File: src/rtl/uart_reg_bank.sv
// UART-side coefficient register bank: parses checksummed read/write frames,
// commits writes, and replies with ACK/NAK or read data plus checksum.
module uart_reg_bank #(
  parameter int DATA_W   = 16,
  parameter int NUM_REGS = 4,
  parameter int TIMEOUT  = 100000
) (
  input  logic                         clk_in,
  input  logic                         reset,
  input  logic [7:0]                   rx_byte,
  input  logic                         rx_valid,
  output logic [7:0]                   tx_byte,
  output logic                         tx_valid,
  input  logic                         tx_ready,
  output logic [NUM_REGS*DATA_W-1:0]   regs,
  output logic [NUM_REGS-1:0]          update,
  output logic                         frame_err
);

  localparam int NBYTES = DATA_W / 8;
  localparam int CNT_W  = $clog2(TIMEOUT + 1);
  localparam logic [7:0] ACK = 8'h06;
  localparam logic [7:0] NAK = 8'h15;

  typedef enum logic [2:0] {
    S_IDLE, S_DATA, S_CSUM, S_EXEC, S_TX_ACK, S_TX_DATA, S_TX_CSUM
  } state_t;

  state_t              state_q;
  logic [7:0]          hdr_q;
  logic [7:0]          acc_q;
  logic [DATA_W-1:0]   stage_q;
  logic [3:0]          bcnt_q;
  logic [CNT_W-1:0]    cnt_q;
  logic                nak_q;
  logic [DATA_W-1:0]   txsh_q;
  logic [7:0]          txcs_q;
  logic [7:0]          tx_byte_q;
  logic                tx_valid_q;
  logic [NUM_REGS-1:0] update_q;
  logic                frame_err_q;
  logic [DATA_W-1:0]   regs_q [NUM_REGS];

  logic                addr_ok;
  logic                expired;
  logic [DATA_W-1:0]   rd_data;
  logic [7:0]          rd_csum;

  assign addr_ok = ({1'b0, hdr_q[6:0]} < 8'(NUM_REGS));
  assign expired = (cnt_q == CNT_W'(TIMEOUT - 1));

  always_comb begin
    rd_data = '0;
    rd_csum = '0;
    for (int unsigned k = 0; k < NUM_REGS; k++) begin
      if (hdr_q[6:0] == 7'(k)) rd_data = regs_q[k];
    end
    for (int unsigned b = 0; b < NBYTES; b++) begin
      rd_csum = rd_csum ^ rd_data[b*8 +: 8];
    end
  end

  always_ff @(posedge clk_in) begin
    if (reset) begin
      state_q     <= S_IDLE;
      hdr_q       <= '0;
      acc_q       <= '0;
      stage_q     <= '0;
      bcnt_q      <= '0;
      cnt_q       <= '0;
      nak_q       <= 1'b0;
      txsh_q      <= '0;
      txcs_q      <= '0;
      tx_byte_q   <= '0;
      tx_valid_q  <= 1'b0;
      update_q    <= '0;
      frame_err_q <= 1'b0;
      for (int unsigned k = 0; k < NUM_REGS; k++) regs_q[k] <= '0;
    end else begin
      update_q    <= '0;
      frame_err_q <= 1'b0;
      // Bytes arriving while a reply is pending are dropped as overruns.
      if (rx_valid && (state_q inside {S_EXEC, S_TX_ACK, S_TX_DATA, S_TX_CSUM}))
        frame_err_q <= 1'b1;
      unique case (state_q)
        S_IDLE: begin
          if (rx_valid) begin
            hdr_q   <= rx_byte;
            acc_q   <= rx_byte;
            bcnt_q  <= '0;
            cnt_q   <= '0;
            nak_q   <= 1'b0;
            state_q <= rx_byte[7] ? S_CSUM : S_DATA;
          end
        end
        S_DATA: begin
          if (rx_valid) begin
            stage_q <= (stage_q << 8) | DATA_W'(rx_byte);
            acc_q   <= acc_q ^ rx_byte;
            cnt_q   <= '0;
            bcnt_q  <= bcnt_q + 4'd1;
            if (bcnt_q == 4'(NBYTES - 1)) state_q <= S_CSUM;
          end else if (expired) begin
            state_q     <= S_IDLE;
            frame_err_q <= 1'b1;
          end else begin
            cnt_q <= cnt_q + CNT_W'(1);
          end
        end
        S_CSUM: begin
          // Decision and commit happen on the checksum edge so the register
          // and its update pulse are visible during the EXEC cycle.
          if (rx_valid) begin
            cnt_q   <= '0;
            state_q <= S_EXEC;
            if (rx_byte != acc_q || !addr_ok) begin
              nak_q       <= 1'b1;
              frame_err_q <= 1'b1;
            end else if (!hdr_q[7]) begin
              for (int unsigned k = 0; k < NUM_REGS; k++) begin
                if (hdr_q[6:0] == 7'(k)) begin
                  regs_q[k]   <= stage_q;
                  update_q[k] <= 1'b1;
                end
              end
            end
          end else if (expired) begin
            state_q     <= S_IDLE;
            frame_err_q <= 1'b1;
          end else begin
            cnt_q <= cnt_q + CNT_W'(1);
          end
        end
        S_EXEC: begin
          tx_valid_q <= 1'b1;
          if (nak_q) begin
            tx_byte_q <= NAK;
            state_q   <= S_TX_ACK;
          end else if (!hdr_q[7]) begin
            tx_byte_q <= ACK;
            state_q   <= S_TX_ACK;
          end else begin
            tx_byte_q <= rd_data[DATA_W-1 -: 8];
            txsh_q    <= rd_data << 8;
            txcs_q    <= rd_csum;
            bcnt_q    <= '0;
            state_q   <= S_TX_DATA;
          end
        end
        S_TX_DATA: begin
          if (tx_ready) begin
            if (bcnt_q == 4'(NBYTES - 1)) begin
              tx_byte_q <= txcs_q;
              state_q   <= S_TX_CSUM;
            end else begin
              tx_byte_q <= txsh_q[DATA_W-1 -: 8];
              txsh_q    <= txsh_q << 8;
              bcnt_q    <= bcnt_q + 4'd1;
            end
          end
        end
        S_TX_ACK, S_TX_CSUM: begin
          if (tx_ready) begin
            tx_valid_q <= 1'b0;
            state_q    <= S_IDLE;
          end
        end
        default: state_q <= S_IDLE;
      endcase
    end
  end

  for (genvar g = 0; g < NUM_REGS; g++) begin : g_regs
    assign regs[g*DATA_W +: DATA_W] = regs_q[g];
  end

  assign tx_byte   = tx_byte_q;
  assign tx_valid  = tx_valid_q;
  assign update    = update_q;
  assign frame_err = frame_err_q;

endmodule

File: config.mk
export PLATFORM = sky130hd
export DESIGN_NAME = uart_reg_bank
export DESIGN_NICKNAME = d
export VERILOG_FILES = /design/src/rtl/uart_reg_bank.sv
export SDC_FILE = /design/constraint.sdc
export NUM_CORES = 1
export LEC_CHECK = 0
export ABC_AREA = 1
export BUFFER_PORTS_ARGS = -buffer_cell sky130_fd_sc_hd__buf_4
export CORE_MARGIN = 1
export CORE_UTILIZATION = 52
export DETAILED_ROUTE_END_ITERATION = 12
export PLACE_DENSITY = 0.76
export SLEW_MARGIN = 10
export SYNTH_ARGS = -nofsm -noshare
export SYNTH_HDL_FRONTEND = slang
export SYNTH_SLANG_ARGS = --single-unit
export TNS_END_PERCENT = 100
File: constraint.sdc
create_clock -name clk_in -period 2.95 [get_ports clk_in]
set_input_delay 0.59 -clock clk_in [delete_from_list [all_inputs] [get_ports clk_in]]
set_output_delay 0.59 -clock clk_in [all_outputs]
set_load 0.005 [all_outputs]
# == Word-level counts from Yosys, hierarchy flattened ==
# Memory sizes are Yosys's and may differ from the RTL's.
# Index checks and enable logic that the tools add are counted.
# totals
in_bits,12
out_inout_bits,78
ff_bits,95
ramBits,64
word_cells,163
memories,1
# memory_table
name,depth,word_bits,rd,rd_clocked_by_memory_dff,wr,line,rtl
regs_q,4,16,4,0,4,42,logic [DATA_W-1:0] regs_q [NUM_REGS];
# op_classes
addsub,2
reduce_logical,26
mux,86
n_eq_ne,24
order_cmp,1
n_bitwise,10
# ops
operator,n
$mux 16,12
$mux 17,3
$mux 8,6
$mux 1,41
$pmux 17 s2,1
$pmux 16 s2,1
$pmux 8 s2,2
$mux 3,8
$mux 4,6
$ne 2x2->1 const B,9
$pmux 3 s6,1
$add 17x1->17 const B,1
$eq 17x17->1 const B,1
$or 16x8->16,1
$pmux 4 s4,1
$xor 8x8->8,2
$eq 7x2->1 const B,2
$reduce_and 5->1,2
$reduce_bool 2->1,5
$eq 3x3->1 const B,3
$reduce_and 3->1,3
$ne 8x8->1,1
$reduce_and 2->1,4
$reduce_bool 4->1,2
other kinds (21),31

# == Depth between registers and ports, before layout ==
# logic_depth
word_depth,9
ltp_mapped,14

# == Worst setup path before layout ==
# Ideal clock, no wire load.
# synth_timing
kind,input port to flip-flop
from,input rx_byte[4]
to,memory regs_q[0][0] (enable)
path_buffers,0
cell_stages,6
setup_ns,0.411
required_time_ns,2.539
t_arrival_ns,2.409
path_slack_ns,0.130
cell_sequence,xor2_1 > nor3_1 > nand3_1 > inv_2 > nand2_1 > o21ai_0
# synth_lines
element,line,rtl
from (decl),10,"input logic [7:0] rx_byte,"
to (decl),42,

# == Worst setup path in the final report ==
# layout_timing
from,register state_q[0]
to,"register tx_byte_q[6], in the netlist tx_byte[6]"
# layout_via
elab_chain_len,3
# layout_lines
element,line,rtl
from (decl),29,state_t state_q;
from (signal assigned),93,state_q <= rx_byte[7] ? S_CSUM : S_DATA;
$eq 3x3->1 or $eq 3x2->1 (tied branches),85,unique case (state_q)
$ne 2x2->1 (no line) or $reduce_bool 2->1 (tied branches),-,
$reduce_and 2->1 (no line),-,
to (signal assigned),143,tx_byte_q <= rd_data[DATA_W-1 -: 8];
to (signal assigned),153,tx_byte_q <= txcs_q;
to (signal assigned),156,tx_byte_q <= txsh_q[DATA_W-1 -: 8];
to (decl),38,logic [7:0] tx_byte_q;
# Parallel ways exist; a longest one is shown, timed or not.
# A chain may end at the register's enable or synchronous reset.

==> flow_summary_export.csv <==
group,metric,value,unit
hold_path,min_from,"tx_ready",
placed_design,dp_slack,659,ps
route,routedWlPerCell,16.5,um
cts,cts_setup_buffers,0,
die,row_count,42,
route,drc_errors,0,
hold_path,worstHoldPathType,"input pin to register",
yosys,syn_area,7140,um^2
global_routing,grt_pass1_wl,30000,um
cells_and_area,fin_nets,980,
run,maxCapViolations,0,
hold_path,holdPathEnd,"tx_valid",
setup_path,critPathArrivalTime,2430,ps
setup_path,start_kind,"register",
yosys,syn-num-nets,896,
die,fp.dieW,119,um
setup_path,worstPathCellList,"inv_1 -> nor2_1 -> nand2_1 -> nor2_1 -> a22oi_1 -> a31oi_1",
timing,worst_slew_pin_slew,658,ps
timing,setup_slack,866,ps
cts,tritoncts,"yes",
yosys,syn_inst,881,
yosys,synth-edff-count,64,
die,initial_core_util,0.537,
setup_path,path_buf_inv,1,
die,die-area,14200,um^2
setup_path,slowest_stage,"dfxtp_1",
yosys,yosysWarnings,0,
setup_path,critPathMaxStageDelay,560,ps
yosys,synth_top_family_by_area,"simple AND/OR/NAND/NOR gates",
setup_path,required,3290,ps
timing,setup_tns,0,ps
timing,fin_skew,8.96,ps
cells_and_area,final_common_cell,"nand2_1",
setup_path,r2r_start,"state_q[0]",
power_and_ir_drop,vdd_ir_drop_max,508,uV
route,drt-pass1-iter-count,6,
route,ant_nets,0,
yosys,synth-async-reset-ratio,0,
timing,max_slew_margin,0.560,
route,drtIter0Drc,622,
yosys,synth_ff_type,"dfxtp_1",
placed_design,place.gp.congestion,0.865,
yosys,postSynthAreaPerCell,8.11,um^2
yosys,yosysSeqAreaShare,0.513,
timing,finalSetupViolCount,0,
die,fp.dieH,119,um
setup_path,reg2reg_depth,6,
setup_path,path_class,"register to register",
power_and_ir_drop,totalPowerFinal,6.52,mW
yosys,synth_xor_area_frac,0.0184,
route,vias,6421,
setup_path,crit_family,"simple AND/OR/NAND/NOR gates",
global_routing,grt_pass1_vias,5718,
cts,insertion_delay,420,ps
global_routing,grt_use_total,0.273,
setup_path,end_kind,"register",
cells_and_area,layout_common_cells,"nand2_1 (150), nor2_1 (116), buf_4 (100), nand3_1 (94), inv_1 (91)",
die,core-area,13300,um^2
timing,drv_slew,0,
timing,rsz0062_at_grt,"no",
hold_path,hold_depth,2,
timing,fin_crit_sh,0.706,
route,totalWireLength,19000,um
placed_design,place_hpwl,13300,um
cells_and_area,drive_above_1_share,0.169,
yosys,synth_cell_types,36,
setup_path,worstReg2RegEnd,"tx_byte[6]",
cts,ctsHoldBuffers,0,
setup_path,worst-r2r-setup-slack,870,ps
global_routing,antenna_found_initial,0,
yosys,synth.area.mux_share,0,
cts,cts_buffers,17,
cts,cts.path.max_buffers,2,
cells_and_area,syn2layout_area_growth,18.8,%
yosys,synth-compound-area-share,0.113,
cts,cts_root_buf,"clkbuf_16",
setup_path,cp_max_fo,8,
status,outcome,"finished, final reports clean",
cts,cts.sinks,151,
power_and_ir_drop,power_leakage,3.39,nW
yosys,ys_ff_latch,151,
power_and_ir_drop,power_density,768,nW/um^2
cells_and_area,diodes,0,
cts,ctsResizeCount,0,
yosys,yosys.area_share.simple,0.271,
route,vias_per_cell,5.56,
placed_design,io_buffers,89,
yosys,synthAdderAreaFrac,0.00526,
die,io_pins,90,
cts,ctsHtreeMaxLevel,4,
cts,cts.clk_slew.worst_paths,70,ps
timing,fmax,0.480,GHz
setup_path,path_depth,6,
global_routing,grt_max_degree,57,
setup_path,crit_top_cell,"nor2_1",
timing,post-route-min-period,2080,ps
timing,hold_viol,0,
global_routing,gr-total-overflow,0,
-- worst reg2reg max path: stages, from the launching register on --
cell and delay (ps):
dfxtp_1 560, inv_1 160, nor2_1 170, nand2_1 210, nor2_1 530, a22oi_1 180
a31oi_1 200
-- per-stage QoR --
stage	hold WS, ps	area, um^2	util	instances
2_1_floorplan	445	7140	-	881
3_3_place_gp	453	7920	0.596	1122
3_5_place_dp	455	7920	0.596	1122
4_1_cts	399	8480	0.638	1154
5_1_grt	401	8480	0.638	1154
6_report	413	8480	0.638	1154
-- cell families after synthesis --
family | after synthesis
AOI/OAI and AO/OA | 149
xor gates and xnor gates | 15
adders and majority gates | 3
buffers and inverters | 134
DFF | 151
and+or+nand+nor | 429
-- routing by layer --
layer | vias up | GRT usage | part of all wire
met5 | - | 0 | 0
met4 | 0 | 0.0941 | 0.023
met3 | 41 | 0.0565 | 0.076
met2 | 273 | 0.429 | 0.47
met1 | 2994 | 0.373 | 0.43
li1 | 3113 | - | -
-- synthesized netlist by cell type, types with 9 or more instances --
library cell | number | share of area
nand2_1 | 150 | 0.079
clkbuf_1 | 13 | 0.0068
edfxtp_1 | 64 | 0.27
a21oi_1 | 70 | 0.049
nor2_1 | 116 | 0.061
xor2_1 | 13 | 0.016
dfxtp_1 | 87 | 0.24
o211ai_1 | 9 | 0.0095
buf_2 | 13 | 0.0091
inv_1 | 91 | 0.048
nand3_1 | 94 | 0.066
o21ai_0 | 59 | 0.041
nand4_1 | 19 | 0.017
nor2_2 | 12 | 0.011
-- report_power, final --
group	total, mW	leakage [nW]	internal (mW)	switching, mW
registers	2.56	1.37	2.37	0.187
logic	1.90	1.75	0.548	1.35
clock network	2.05	0.275	1.11	0.943
-- state kept, by name (all words and copies together) (netlist names), 8 cells and up --
name     count
acc_q        8
stage_q     16
txsh_q       8
regs_q      64
txcs_q       8
tx_byte      8
cnt_q       17
hdr_q        8
-- worst max-delay path by stage --
stage          startpoint      endpoint  slack [ps]
2_1_floorplan  rx_byte[4]  regs_q[0][0]         130
3_3_place_gp   rx_byte[3]  regs_q[2][8]         660
3_5_place_dp   rx_byte[3]  regs_q[2][6]         660
4_1_cts        state_q[0]    tx_byte[6]         870
5_1_grt          cnt_q[0]      cnt_q[8]         650
6_report       state_q[0]    tx_byte[6]         870
-- cell type report --
cell class / instances / area [um^2]
Fill cell: 1151 / 4810
Clock inverter: 15 / 136
Clock buffer: 17 / 425
Multi-Input combinational cell: 596 / 2920
Tap cell: 176 / 220
Timing Repair Buffer: 100 / 751
Inverter: 99 / 372
Sequential cell: 151 / 3660
Note: power is estimated with default switching activity, not from simulation.
